<file path="config.mk">
export PLATFORM = sky130hd
export DESIGN_NAME = sdram_wb_arbiter
export DESIGN_NICKNAME = d
export VERILOG_FILES = /design/src/rtl/sdram_wb_arbiter.sv
export SDC_FILE = /design/constraint.sdc
export NUM_CORES = 1
export LEC_CHECK = 0
export CAP_MARGIN = 20
export CORE_MARGIN = 5
export CORE_UTILIZATION = 30
export DETAILED_ROUTE_END_ITERATION = 7
export GPL_ROUTABILITY_DRIVEN = 0
export MAX_ROUTING_LAYER = met4
export PLACE_DENSITY = 0.85
export SETUP_SLACK_MARGIN = 0.02
export SLEW_MARGIN = 15
export SYNTH_ARGS = -nofsm -noshare
export SYNTH_HDL_FRONTEND = slang
export SYNTH_SLANG_ARGS = --single-unit
export TNS_END_PERCENT = 1
</file>
<file path="constraint.sdc">
create_clock -name clk -period 4.7 [get_ports clk]
set_input_delay 0.705 -clock clk [delete_from_list [all_inputs] [get_ports clk]]
set_output_delay 0.705 -clock clk [all_outputs]
set_load 0.005 [all_outputs]
</file>
<file path="src/rtl/sdram_wb_arbiter.sv">
// Round-robin Wishbone arbiter: shares one sdram_top slave port between NM masters,
// forwarding the granted master's bus combinationally and bounding grant length with MAX_HOLD.
module sdram_wb_arbiter #(
    parameter int NM       = 2,
    parameter int GW       = 1,
    parameter int AW       = 32,
    parameter int DW       = 16,
    parameter int MAX_HOLD = 16
) (
    input  logic              clk,
    input  logic              reset,
    input  logic [NM*AW-1:0]  wbm_address,
    input  logic [NM*DW-1:0]  wbm_writedata,
    input  logic [NM-1:0]     wbm_strobe,
    input  logic [NM-1:0]     wbm_cycle,
    input  logic [NM-1:0]     wbm_write,
    output logic [NM-1:0]     wbm_ack,
    output logic [DW-1:0]     wbm_readdata,
    output logic [AW-1:0]     wbs_sdram_address,
    output logic [DW-1:0]     wbs_sdram_writedata,
    input  logic [DW-1:0]     wbs_sdram_readdata,
    output logic              wbs_sdram_strobe,
    output logic              wbs_sdram_cycle,
    output logic              wbs_sdram_write,
    input  logic              wbs_sdram_ack,
    output logic              grant_valid,
    output logic [GW-1:0]     grant_idx
);

    localparam int HW = (MAX_HOLD < 1) ? 1 : $clog2(MAX_HOLD + 1);

    typedef enum logic [1:0] {IDLE, GRANT, RELEASE} state_t;

    state_t         state, state_next;
    logic [GW-1:0]  last_grant;
    logic [GW-1:0]  pick_idx;
    logic           pick_found;
    logic [HW-1:0]  hold_cnt, hold_next;
    logic [NM-1:0]  grant_mask;
    logic           others_req;

    // Round-robin search starting just after the previous owner, wrapping modulo NM.
    always_comb begin
        logic [GW:0]   sum;
        logic [GW-1:0] cand;
        pick_found = 1'b0;
        pick_idx   = '0;
        sum        = '0;
        cand       = '0;
        for (int k = 1; k <= NM; k++) begin
            sum = {1'b0, last_grant} + (GW+1)'(k);
            if (sum >= (GW+1)'(NM))
                sum = sum - (GW+1)'(NM);
            cand = sum[GW-1:0];
            if (!pick_found && wbm_cycle[cand]) begin
                pick_found = 1'b1;
                pick_idx   = cand;
            end
        end
    end

    always_comb begin
        grant_mask            = '0;
        grant_mask[grant_idx] = 1'b1;
        others_req            = |(wbm_cycle & ~grant_mask);
        if (wbs_sdram_ack && hold_cnt != HW'(MAX_HOLD))
            hold_next = hold_cnt + 1'b1;
        else
            hold_next = hold_cnt;
    end

    // NOTE: every output of this block gets a default before the case; a missing
    // assignment on any path would otherwise infer a latch.
    always_comb begin
        state_next          = state;
        wbs_sdram_address   = '0;
        wbs_sdram_writedata = '0;
        wbs_sdram_strobe    = 1'b0;
        wbs_sdram_cycle     = 1'b0;
        wbs_sdram_write     = 1'b0;
        wbm_ack             = '0;
        wbm_readdata        = '0;
        case (state)
            IDLE: begin
                if (pick_found)
                    state_next = GRANT;
            end
            GRANT: begin
                wbs_sdram_address   = wbm_address[int'(grant_idx)*AW +: AW];
                wbs_sdram_writedata = wbm_writedata[int'(grant_idx)*DW +: DW];
                wbs_sdram_strobe    = wbm_strobe[grant_idx];
                wbs_sdram_cycle     = wbm_cycle[grant_idx];
                wbs_sdram_write     = wbm_write[grant_idx];
                wbm_ack[grant_idx]  = wbs_sdram_ack;
                wbm_readdata        = wbs_sdram_readdata;
                if (!wbm_cycle[grant_idx])
                    state_next = RELEASE;
                // Forced release only on an ack edge, so no transfer is cut short.
                else if (MAX_HOLD != 0 && wbs_sdram_ack &&
                         hold_next == HW'(MAX_HOLD) && others_req)
                    state_next = RELEASE;
            end
            RELEASE: state_next = IDLE;
            default: state_next = IDLE;
        endcase
    end

    // NOTE: state registers use non-blocking assignments so every flop samples
    // pre-edge values regardless of statement order.
    always_ff @(posedge clk) begin
        if (reset) begin
            state       <= IDLE;
            grant_valid <= 1'b0;
            grant_idx   <= '0;
            last_grant  <= GW'(NM - 1);
            hold_cnt    <= '0;
        end else begin
            state <= state_next;
            case (state)
                IDLE: begin
                    if (pick_found) begin
                        grant_idx   <= pick_idx;
                        grant_valid <= 1'b1;
                    end
                end
                GRANT:   hold_cnt <= hold_next;
                RELEASE: begin
                    last_grant  <= grant_idx;
                    hold_cnt    <= '0;
                    grant_valid <= 1'b0;
                end
                default: ;
            endcase
        end
    end

endmodule

</file>
==> results.md, run 1 <==
- Outcome: finished, final reports clean
- Synth warn: 0
- P_sw: 430.4 µW
- Starting density of the core: 0.3099
- Final worst-path setup slack: 1.609 ns
- Final Hold Fails: 0
- # clock sinks: 10
- Reg clk slew, reported paths: 0.05 ns
- Top-count cell post-synth: nor2b_1
- Synth Area per Inst: 7.829 µm²
- Worst Hold Class: reg2reg
- Combinational Power Share: 0.762
- Clock tree buffer depth: 2
- I/O Pins: 192
- NumNets Final: 525
- Cts repair resizes: 0
- Power Density: 321.3 mW/mm²
- Req. time, crit path: 3.99 ns
- Sw Ratio: 0.3619
- WL/cell: 18.09 µm
- Final instance area: 0.003701 mm²
- Core ar.: 0.005507 mm²
- Final clock skew: 0.002475 ns
- Gr ovfl total: 0
- Register area share after synthesis: 0.1173
- Post-synth ARST share: 0
- Fmax: 0.3235 GHz
- Final routed wirelength across all metal layers: 8486 µm
- Total die area: 0.007297 mm²
- First-pass GRT wire length: 12150 µm
- Slew margin rel.: 0.3247
- Syn nets: 345
- Commonest cells in the netlist: nor2b_1, mux2i_1, and2_1
- ANT cells: 0
- Number of fill cells: 453
- Total CTS buffers: 3
- Fin crit share: 0.6577
- Seq pwr share: 0.143
- Final setup violation count: 0
- VDD IR-drop max: 0.3095 mV
- CTS tree: done
- Main synth FF type: dfxtp_1
- Clock share of power: 0.095
- Die Height: 85.43 µm
- Placement Rows: 27
- Worst Setup Start Kind: flip-flop
- CP max FO: 73
- Vias in the first global route: 2207
- Post-synth EDFFs: 0
- Largest cells by area after synthesis: mux2i_1, nor2b_1, dfxtp_1, and2_1, ha_1
- CTS Root Cell: clkbuf_8
- Cells after Synth: 218
- Routed Antenna Nets: 0
- Port-buffer cells: 191
- Static leakage: 1.304 nW
- Worst slack at placement: 1.809 ns
- Minimum clock period: 3.091 ns
- Antenna violations before repair: 0
- Post-synth top area cell: mux2i_1
- Post-DP Area: 0.003646 mm²
- Kind of end point of the critical path: output pin
- Post-Syn Area: 0.001707 mm²
- DPL Wire Length: 7119 µm
- Setup bufs post-CTS: 0
- Iter 0 DRT Violations: 55
- CP arrival: 2.39 ns
- Setup TNS: 0 ns
- Routed vias: 2277
- Max-cap viol count: 0
- Clk_lat worst skew: 0.25 ns
- DR DRC count: 0
- Worst slew pin tran: 1.013 ns
- Max-slew violations: 0
- Die width: 85.43 µm
- Vias per inst: 4.855
- RSZ-0062 raised after global routing: no
- Drt pass-1 iters: 4
- Setup Crit Path Kind: reg2out
- H-tree depth: 1
- Hold buffer count at CTS: 0
- Layout cells sized above 1: 0.02519
- Area growth, synth to finish: 116.9%
- GRT Overall Usage: 0.2179
- Distinct cells, synth: 39
- Pin count of the biggest net entering global routing: 74
- Top-area cell type share of the netlist area: 0.2933
- Flops & latches, synth: 10
- P_int: 758.8 µW
## kinds of logic after synthesis
family / synth area share
adder cells (fa/ha/maj): 0.04399
AO/OA/AOI/OAI: 0.1136
AND/OR/NAND/NOR: 0.3548
multiplexers: 0.3065
flip-flops: 0.1173
buffers and inverters: 0.05351
XOR/XNOR: 0.01027
## worst paths after layout
check	cells past startpoint	slack, ns	to	from
worst max-delay path	4	1.61	wbm_ack[1]	state[1]
worst min-delay path	2	0.52	hold_cnt[4]	hold_cnt[4]
worst max register to register	4	2.48	state[0]	grant_idx
worst min register to register	2	0.52	hold_cnt[4]	hold_cnt[4]
## sequential cells by signal, summed over array words and instances, names as in the netlist
| name | flops |
|---|---|
| last_grant | 1 |
| grant_idx | 1 |
| state | 2 |
| grant_valid | 1 |
| hold_cnt | 5 |
## cell usage in the layout, fill, tap and decap left out, drive strengths merged, types with 2 or more instances in the layout
master           n
nand2b           3
a21oi            8
ha               6
a211o            2
clkbuf           4
a41oi            2
o311ai           4
inv              6
nand3b           2
a21o             3
a211oi           2
nor2             5
o21bai           2
nand4            3
dfxtp           10
or3              2
clkdlybuf4s50  191
nand2            8
nor2b           51
and2            18
mux2             2
mux2i           50
## final cells by class
| cell class | instances | area, µm² | area share |
|---|---|---|---|
| well taps | 72 | 90.09 | 0.02434 |
| flip-flops and latches | 10 | 203.9 | 0.05510 |
| repair buffers | 191 | 1912 | 0.5166 |
| multi-input cells | 186 | 1418 | 0.3830 |
| clock buffers | 4 | 55.05 | 0.01487 |
| inverters | 6 | 22.52 | 0.006085 |
## power groups by stage
stage	registers [mW]	logic, mW	clock network [mW]
floorplan	0.122	0.451	0
global placement	0.172	0.899	0
detailed placement	0.172	0.910	0
CTS	0.171	0.916	0.113
global route	0.176	0.983	0.116
finish	0.170	0.907	0.113
## worst max-delay path, cell delays in order (launching register included)
cell,delay (ns)
dfxtp_1,0.31
inv_1,0.12
ha_2,0.86
and3_1,0.29
clkdlybuf4s50_1,0.52
## layer usage
metal  up-vias  part of all wire  global-route usage
met5         -                 0                   -
met4         0             0.028             0.06763
met3        19             0.073             0.03981
met2       117              0.52              0.4032
met1      1025              0.38              0.2324
li1       1116                 -                   -
## stage by stage
step	utilization	instances	hold slack, ns	power [mW]
CTS	0.6721	469	0.5128	1.200
global route	0.6721	469	0.5564	1.275
floorplan	-	218	0.4647	0.5736
detailed placement	0.6621	465	0.4966	1.083
finish	0.6721	469	0.5181	1.189
global placement	0.6621	465	0.4780	1.071
Note: power is estimated with default switching activity, not from simulation.
==> inputs of run 2 (changes only) <==
- CORE_UTILIZATION: 30 -> 25
- PLACE_DENSITY: 0.85 -> 0.75
- clock period: 4.7 -> 2.6 ns (I/O delays scaled with it)
==> results.md, run 2 (same netlist as run 1, synthesis figures left out) <==
- Fin util: 0.5635 (was 0.6721)
- Die Height: 92.62 µm (was 85.43 µm)
- Area growth, synth to finish: 121.8% (was 116.9%)
- Antenna violations before repair: 0 (unchanged)
- Slew margin rel.: 0.6864 (was 0.3247)
- Final clock skew: 0.004174 ns (was 0.002475 ns)
- Minimum hold slack: 0.4938 ns (was 0.5181 ns)
- Final routed wirelength across all metal layers: 7925 µm (was 8486 µm)
- Worst Setup Start Kind: flip-flop (unchanged)
- Routed vias: 2260 (was 2277)
- Fin crit share: 0.9103
- P_sw: 778.4 µW (was 430.4 µW)
- P_int: 1.434 mW (was 758.8 µW)
- Clock share of power: 0.089 (was 0.095)
- Drt pass-1 iters: 4 (unchanged)
- CTS Root Cell: clkbuf_8 (unchanged)
- VDD IR-drop max: 0.2995 mV (was 0.3095 mV)
- Routed Antenna Nets: 0 (unchanged)
- Max-cap viol count: 0 (unchanged)
- Total CTS buffers: 3 (unchanged)
- Total die area: 0.008578 mm² (was 0.007297 mm²)
- Clk_lat worst skew: 0.24 ns (was 0.25 ns)
- # clock sinks: 10 (unchanged)
- I/O Pins: 192 (unchanged)
- Worst slew pin tran: 0.4694 ns (was 1.013 ns)
- Die width: 92.62 µm (was 85.43 µm)
- Sw Ratio: 0.3519 (was 0.3619)
- Setup Crit Path Kind: reg2out (unchanged)
- Gr ovfl total: 0 (unchanged)
- Reg clk slew, reported paths: 0.05 ns (about the same)
- GRT Overall Usage: 0.1695 (was 0.2179)
- Hold buffer count at CTS: 0 (unchanged)
- Setup TNS: 0 ns (unchanged)
- Final instance area: 0.003786 mm² (was 0.003701 mm²)
- Final Hold Fails: 0 (unchanged)
- R2R Path End: state[0] (unchanged)
- Largest regs: hold_cnt (5), state (2) (unchanged)
- Vias per inst: 4.689 (was 4.855)
- Cell Chain, Critical Path: inv_1 -> ha_2 -> buf_12 -> nor2b_1 -> clkdlybuf4s50_1 (was inv_1 -> ha_2 -> and3_1 -> clkdlybuf4s50_1)
- R2R cell count: 6 (was 4)
- CP arrival: 1.98 ns (was 2.39 ns)
- ANT cells: 0 (unchanged)
- Power Density: 584.2 mW/mm² (was 321.3 mW/mm²)
- Layout cells sized above 1: 0.03731 (was 0.02519)
- Starting density of the core: 0.2540 (was 0.3099)
- Final worst-path setup slack: 0.2332 ns (was 1.609 ns)
- NumNets Final: 530 (was 525)
- Fmax: 0.4225 GHz
- DPL Wire Length: 6841 µm (was 7119 µm)
- Outcome: finished, final reports clean (unchanged)
- Minimum clock period: 2.367 ns
- Final setup violation count: 0 (unchanged)
- Max reg flops: 5 (unchanged)
- Reg2reg start: hold_cnt[0] (was grant_idx)
- Iter 0 DRT Violations: 45 (was 55)
- End of the critical path: wbs_sdram_writedata[13] (was wbm_ack[1])
- Req. time, crit path: 2.21 ns (was 3.99 ns)
- Worst slack at placement: 0.3183 ns (was 1.809 ns)
- Dpl cells: 478 (was 465)
- Layout Cells excl Fill: 482 (was 469)
- DR DRC count: 0 (unchanged)
- Seq pwr share: 0.118 (was 0.143)
- First-pass GRT wire length: 11380 µm (was 12150 µm)
- Tot Pwr: 2.212 mW (was 1.189 mW)
- Port-buffer cells: 191 (unchanged)
- Combinational Power Share: 0.793 (was 0.762)
- Most frequent cells in the layout: clkdlybuf4s50_1, nor2b_1, mux2i_1 (unchanged)
- Critical Path Max Stage Delay: 0.53 ns (was 0.86 ns)
- Slowest cell on the critical path: clkdlybuf4s50_1 (was ha_2)
- Worst Hold Class: reg2reg (unchanged)
- Post-DP Area: 0.003731 mm² (was 0.003646 mm²)
- Hold_sp: hold_cnt[4] (unchanged)
- Largest register by flop count: hold_cnt (unchanged)
- Clock tree buffer depth: 2 (unchanged)
- Max-slew violations: 0 (unchanged)
- Static leakage: 1.341 nW (was 1.304 nW)
- Cts repair resizes: 0 (unchanged)
- Kind of end point of the critical path: output pin (unchanged)
- CP max FO: 32 (was 73)
- WL/cell: 16.44 µm (was 18.09 µm)
- Core ar.: 0.006719 mm² (was 0.005507 mm²)
- Vias in the first global route: 2089 (was 2207)
- CP startpoint: state[1] (unchanged)
- R2R setup slack: 0.78 ns (was 2.48 ns)
- Setup bufs post-CTS: 0 (unchanged)
- H-tree depth: 1 (unchanged)
- Placement Rows: 30 (was 27)
- CTS tree: done (unchanged)
- Commonest non-fill, non-tap cell in the layout: clkdlybuf4s50_1 (unchanged)
- RSZ-0062 raised after global routing: no (unchanged)
- Pin count of the biggest net entering global routing: 33 (was 74)
run 2: cell count changes in the layout (fill, tap and decap cells not counted):
| cell | before | now |
|---|---|---|
| buf_12 | 0 | 3 |
| buf_4 | 0 | 2 |
run 2: critical path: cells and delay by family, from the launching register on:
family,cells,cell delay (ns)
fa+ha+maj,1,0.42
buf+inv,3,0.85
simple gates,1,0.15
flops,1,0.31
run 2: layer usage:
metal / routed length, µm / GRT usage
met5: 0 / -
met4: 133 / 0.05006
met3: 720 / 0.03656
met2: 4060 / 0.3069
met1: 3010 / 0.1860
run 2: power groups by stage:
| stage | sequential [mW] | clock [mW] | combinational [mW] |
|---|---|---|---|
| 2_1_floorplan | 0.221 | 0 | 0.816 |
| 3_3_place_gp | 0.262 | 0 | 1.75 |
| 3_5_place_dp | 0.263 | 0 | 1.77 |
| 4_1_cts | 0.261 | 0.204 | 1.78 |
| 5_1_grt | 0.270 | 0.209 | 1.89 |
| 6_report | 0.260 | 0.198 | 1.75 |
run 2: area by class of cell:
class	count	area, µm²
Multi-Input combinational cell	186	1418
Clock buffer	4	55.05
Tap cell	80	100.1
Inverter	6	22.52
Timing Repair Buffer	196	1987
Sequential cell	10	203.9
Fill cell	627	2933
run 2: how the worst min path moves through the flow:
stage | to | slack, ns | cells after the start
6_report | hold_cnt[4] | 0.49 | 2
5_1_grt | hold_cnt[4] | 0.55 | 2
4_1_cts | hold_cnt[4] | 0.49 | 2
3_5_place_dp | hold_cnt[4] | 0.48 | 2
3_3_place_gp | hold_cnt[4] | 0.48 | 2
2_1_floorplan | hold_cnt[4] | 0.46 | 2
==> inputs of run 3 (changes only) <==
- CORE_MARGIN: 5 -> 2
- SLEW_MARGIN: 15 -> default
==> results.md, run 3 (same netlist as run 1, synthesis figures left out) <==
- Fin crit share: 0.8956 (was 0.9103)
- Final worst-path setup slack: 0.2714 ns (was 0.2332 ns)
- Vias in the first global route: 2034 (was 2089)
- Minimum hold slack: 0.5212 ns (was 0.4938 ns)
- Critical Path Max Stage Delay: 0.64 ns (was 0.53 ns)
- DPL Wire Length: 5939 µm (was 6841 µm)
- Final instance area: 0.003791 mm² (was 0.003786 mm²)
- Worst Hold Class: reg2reg (unchanged)
- Clk_lat worst skew: 0.24 ns (about the same)
- Fmax: 0.4294 GHz (was 0.4225 GHz)
- Cts repair resizes: 0 (unchanged)
- Reg2reg start: grant_idx (was hold_cnt[0])
- R2R cell count: 5 (was 6)
- Max-slew violations: 0 (unchanged)
- ANT cells: 0 (unchanged)
- Max reg flops: 5 (unchanged)
- Starting density of the core: 0.2554 (was 0.2540)
- Clock tree buffer depth: 2 (unchanged)
- GRT Overall Usage: 0.1754 (was 0.1695)
- Hold buffer count at CTS: 0 (unchanged)
- Largest register by flop count: hold_cnt (unchanged)
- Commonest non-fill, non-tap cell in the layout: clkdlybuf4s50_1 (unchanged)
- Worst Hold Depth: 2 (unchanged)
- Port-buffer cells: 191 (unchanged)
- Total die area: 0.007503 mm² (was 0.008578 mm²)
- H-tree depth: 1 (unchanged)
- CP arrival: 1.94 ns (was 1.98 ns)
- Setup Crit Path Kind: reg2out (unchanged)
- Area growth, synth to finish: 122.1% (was 121.8%)
- Die Height: 86.62 µm (was 92.62 µm)
- Worst slack at placement: 0.3630 ns (was 0.3183 ns)
- Routed Antenna Nets: 0 (unchanged)
- Pin count of the biggest net entering global routing: 53 (was 33)
- Setup bufs post-CTS: 0 (unchanged)
- Minimum clock period: 2.329 ns (was 2.367 ns)
- Worst Path Buf+Inv: 2 (was 3)
- R2R Path End: state[1] (was state[0])
- Final routed wirelength across all metal layers: 7088 µm (was 7925 µm)
- Gr ovfl total: 0 (unchanged)
- # clock sinks: 10 (unchanged)
- Antenna violations before repair: 0 (unchanged)
- Die width: 86.62 µm (was 92.62 µm)
- Dpl cells: 479 (was 478)
- Total CTS buffers: 3 (unchanged)
- Req. time, crit path: 2.21 ns (about the same)
- Slew margin rel.: 0.6659 (was 0.6864)
- WL/cell: 14.67 µm (was 16.44 µm)
- Tot Pwr: 2.197 mW (was 2.212 mW)
- VDD IR-drop max: 0.3998 mV (was 0.2995 mV)
- Vias per inst: 4.592 (was 4.689)
- R2R setup slack: 0.54 ns (was 0.78 ns)
- Iter 0 DRT Violations: 31 (was 45)
- I/O Pins: 192 (unchanged)
- Core ar.: 0.006681 mm² (was 0.006719 mm²)
- CTS tree: done (unchanged)
- Worst slew pin tran: 0.5012 ns (was 0.4694 ns)
- Outcome: finished, final reports clean (unchanged)
- Setup TNS: 0 ns (unchanged)
- Static leakage: 1.345 nW (was 1.341 nW)
- First-pass GRT wire length: 10290 µm (was 11380 µm)
- Power Density: 579.5 mW/mm² (was 584.2 mW/mm²)
- Final Hold Fails: 0 (unchanged)
- Fin util: 0.5674 (was 0.5635)
- Placement Rows: 30 (unchanged)
- Hold_sp: hold_cnt[4] (unchanged)
- Layout Cells excl Fill: 483 (was 482)
- Post-DP Area: 0.003736 mm² (was 0.003731 mm²)
- Most frequent cells in the layout: clkdlybuf4s50_1, nor2b_1, mux2i_1 (unchanged)
- Final clock skew: 0.004657 ns (was 0.004174 ns)
- Reg clk slew, reported paths: 0.05 ns (about the same)
- Layout cells sized above 1: 0.03970 (was 0.03731)
- RSZ-0062 raised after global routing: no (unchanged)
- Cell Chain, Critical Path: buf_4 -> mux2i_1 -> nor2b_1 -> clkdlybuf4s50_1 (was inv_1 -> ha_2 -> buf_12 -> nor2b_1 -> clkdlybuf4s50_1)
- NumNets Final: 531 (was 530)
- Worst Setup Start Kind: flip-flop (unchanged)
- CP delay by family, top: buffers and inverters (unchanged)
- Routed vias: 2218 (was 2260)
- Slowest cell on the critical path: dfxtp_2 (was clkdlybuf4s50_1)
- Max-cap viol count: 0 (unchanged)
- Final setup violation count: 0 (unchanged)
- Hold Path End: hold_cnt[4] (unchanged)
- Largest regs: hold_cnt (5), state (2) (unchanged)
- CTS Root Cell: clkbuf_8 (unchanged)
- Drt pass-1 iters: 4 (unchanged)
- DR DRC count: 0 (unchanged)
- Kind of end point of the critical path: output pin (unchanged)
- CP max FO: 15 (was 32)
## run 3: worst max path at each step
stage                        startpoint                    end  slack [ns]  cells after the start
after floorplan                state[1]             wbm_ack[0]        0.82                      7
after global placement     wbm_cycle[0]        wbs_sdram_cycle        0.43                      4
after detailed placement  wbs_sdram_ack               state[1]        0.36                      5
after CTS                     grant_idx  wbs_sdram_address[26]        0.25                      4
after global routing          grant_idx  wbs_sdram_address[23]        0.19                      4
final                         grant_idx  wbs_sdram_address[26]        0.27                      4
## run 3: routing by layer
metal,global-route usage,up-vias,routed length [µm]
met1,0.2145,967,3038
met5,-,-,0
met2,0.3070,110,3516
met3,0.02857,11,468
li1,-,1130,-
met4,0.02983,0,65
## run 3: tightest hold or removal path, cell delays in order (launching register included)
cell,delay [ns]
dfxtp_1,0.34
nand2_1,0.07
a21oi_1,0.06
## run 3: layout make-up
| class | instances | area [µm²] |
|---|---|---|
| Clock buffer | 4 | 55.05 |
| Fill cell | 631 | 2890 |
| Inverter | 6 | 22.52 |
| Multi-Input combinational cell | 186 | 1418 |
| Sequential cell | 10 | 201.4 |
| Tap cell | 80 | 100.1 |
| Timing Repair Buffer | 197 | 1994 |
## run 3: where the power goes
group | total (mW) | switching [mW] | internal, mW
clock network | 0.198 | 0.0645 | 0.133
registers | 0.249 | 0.0560 | 0.193
logic | 1.75 | 0.654 | 1.10
total | 2.20 | 0.775 | 1.42
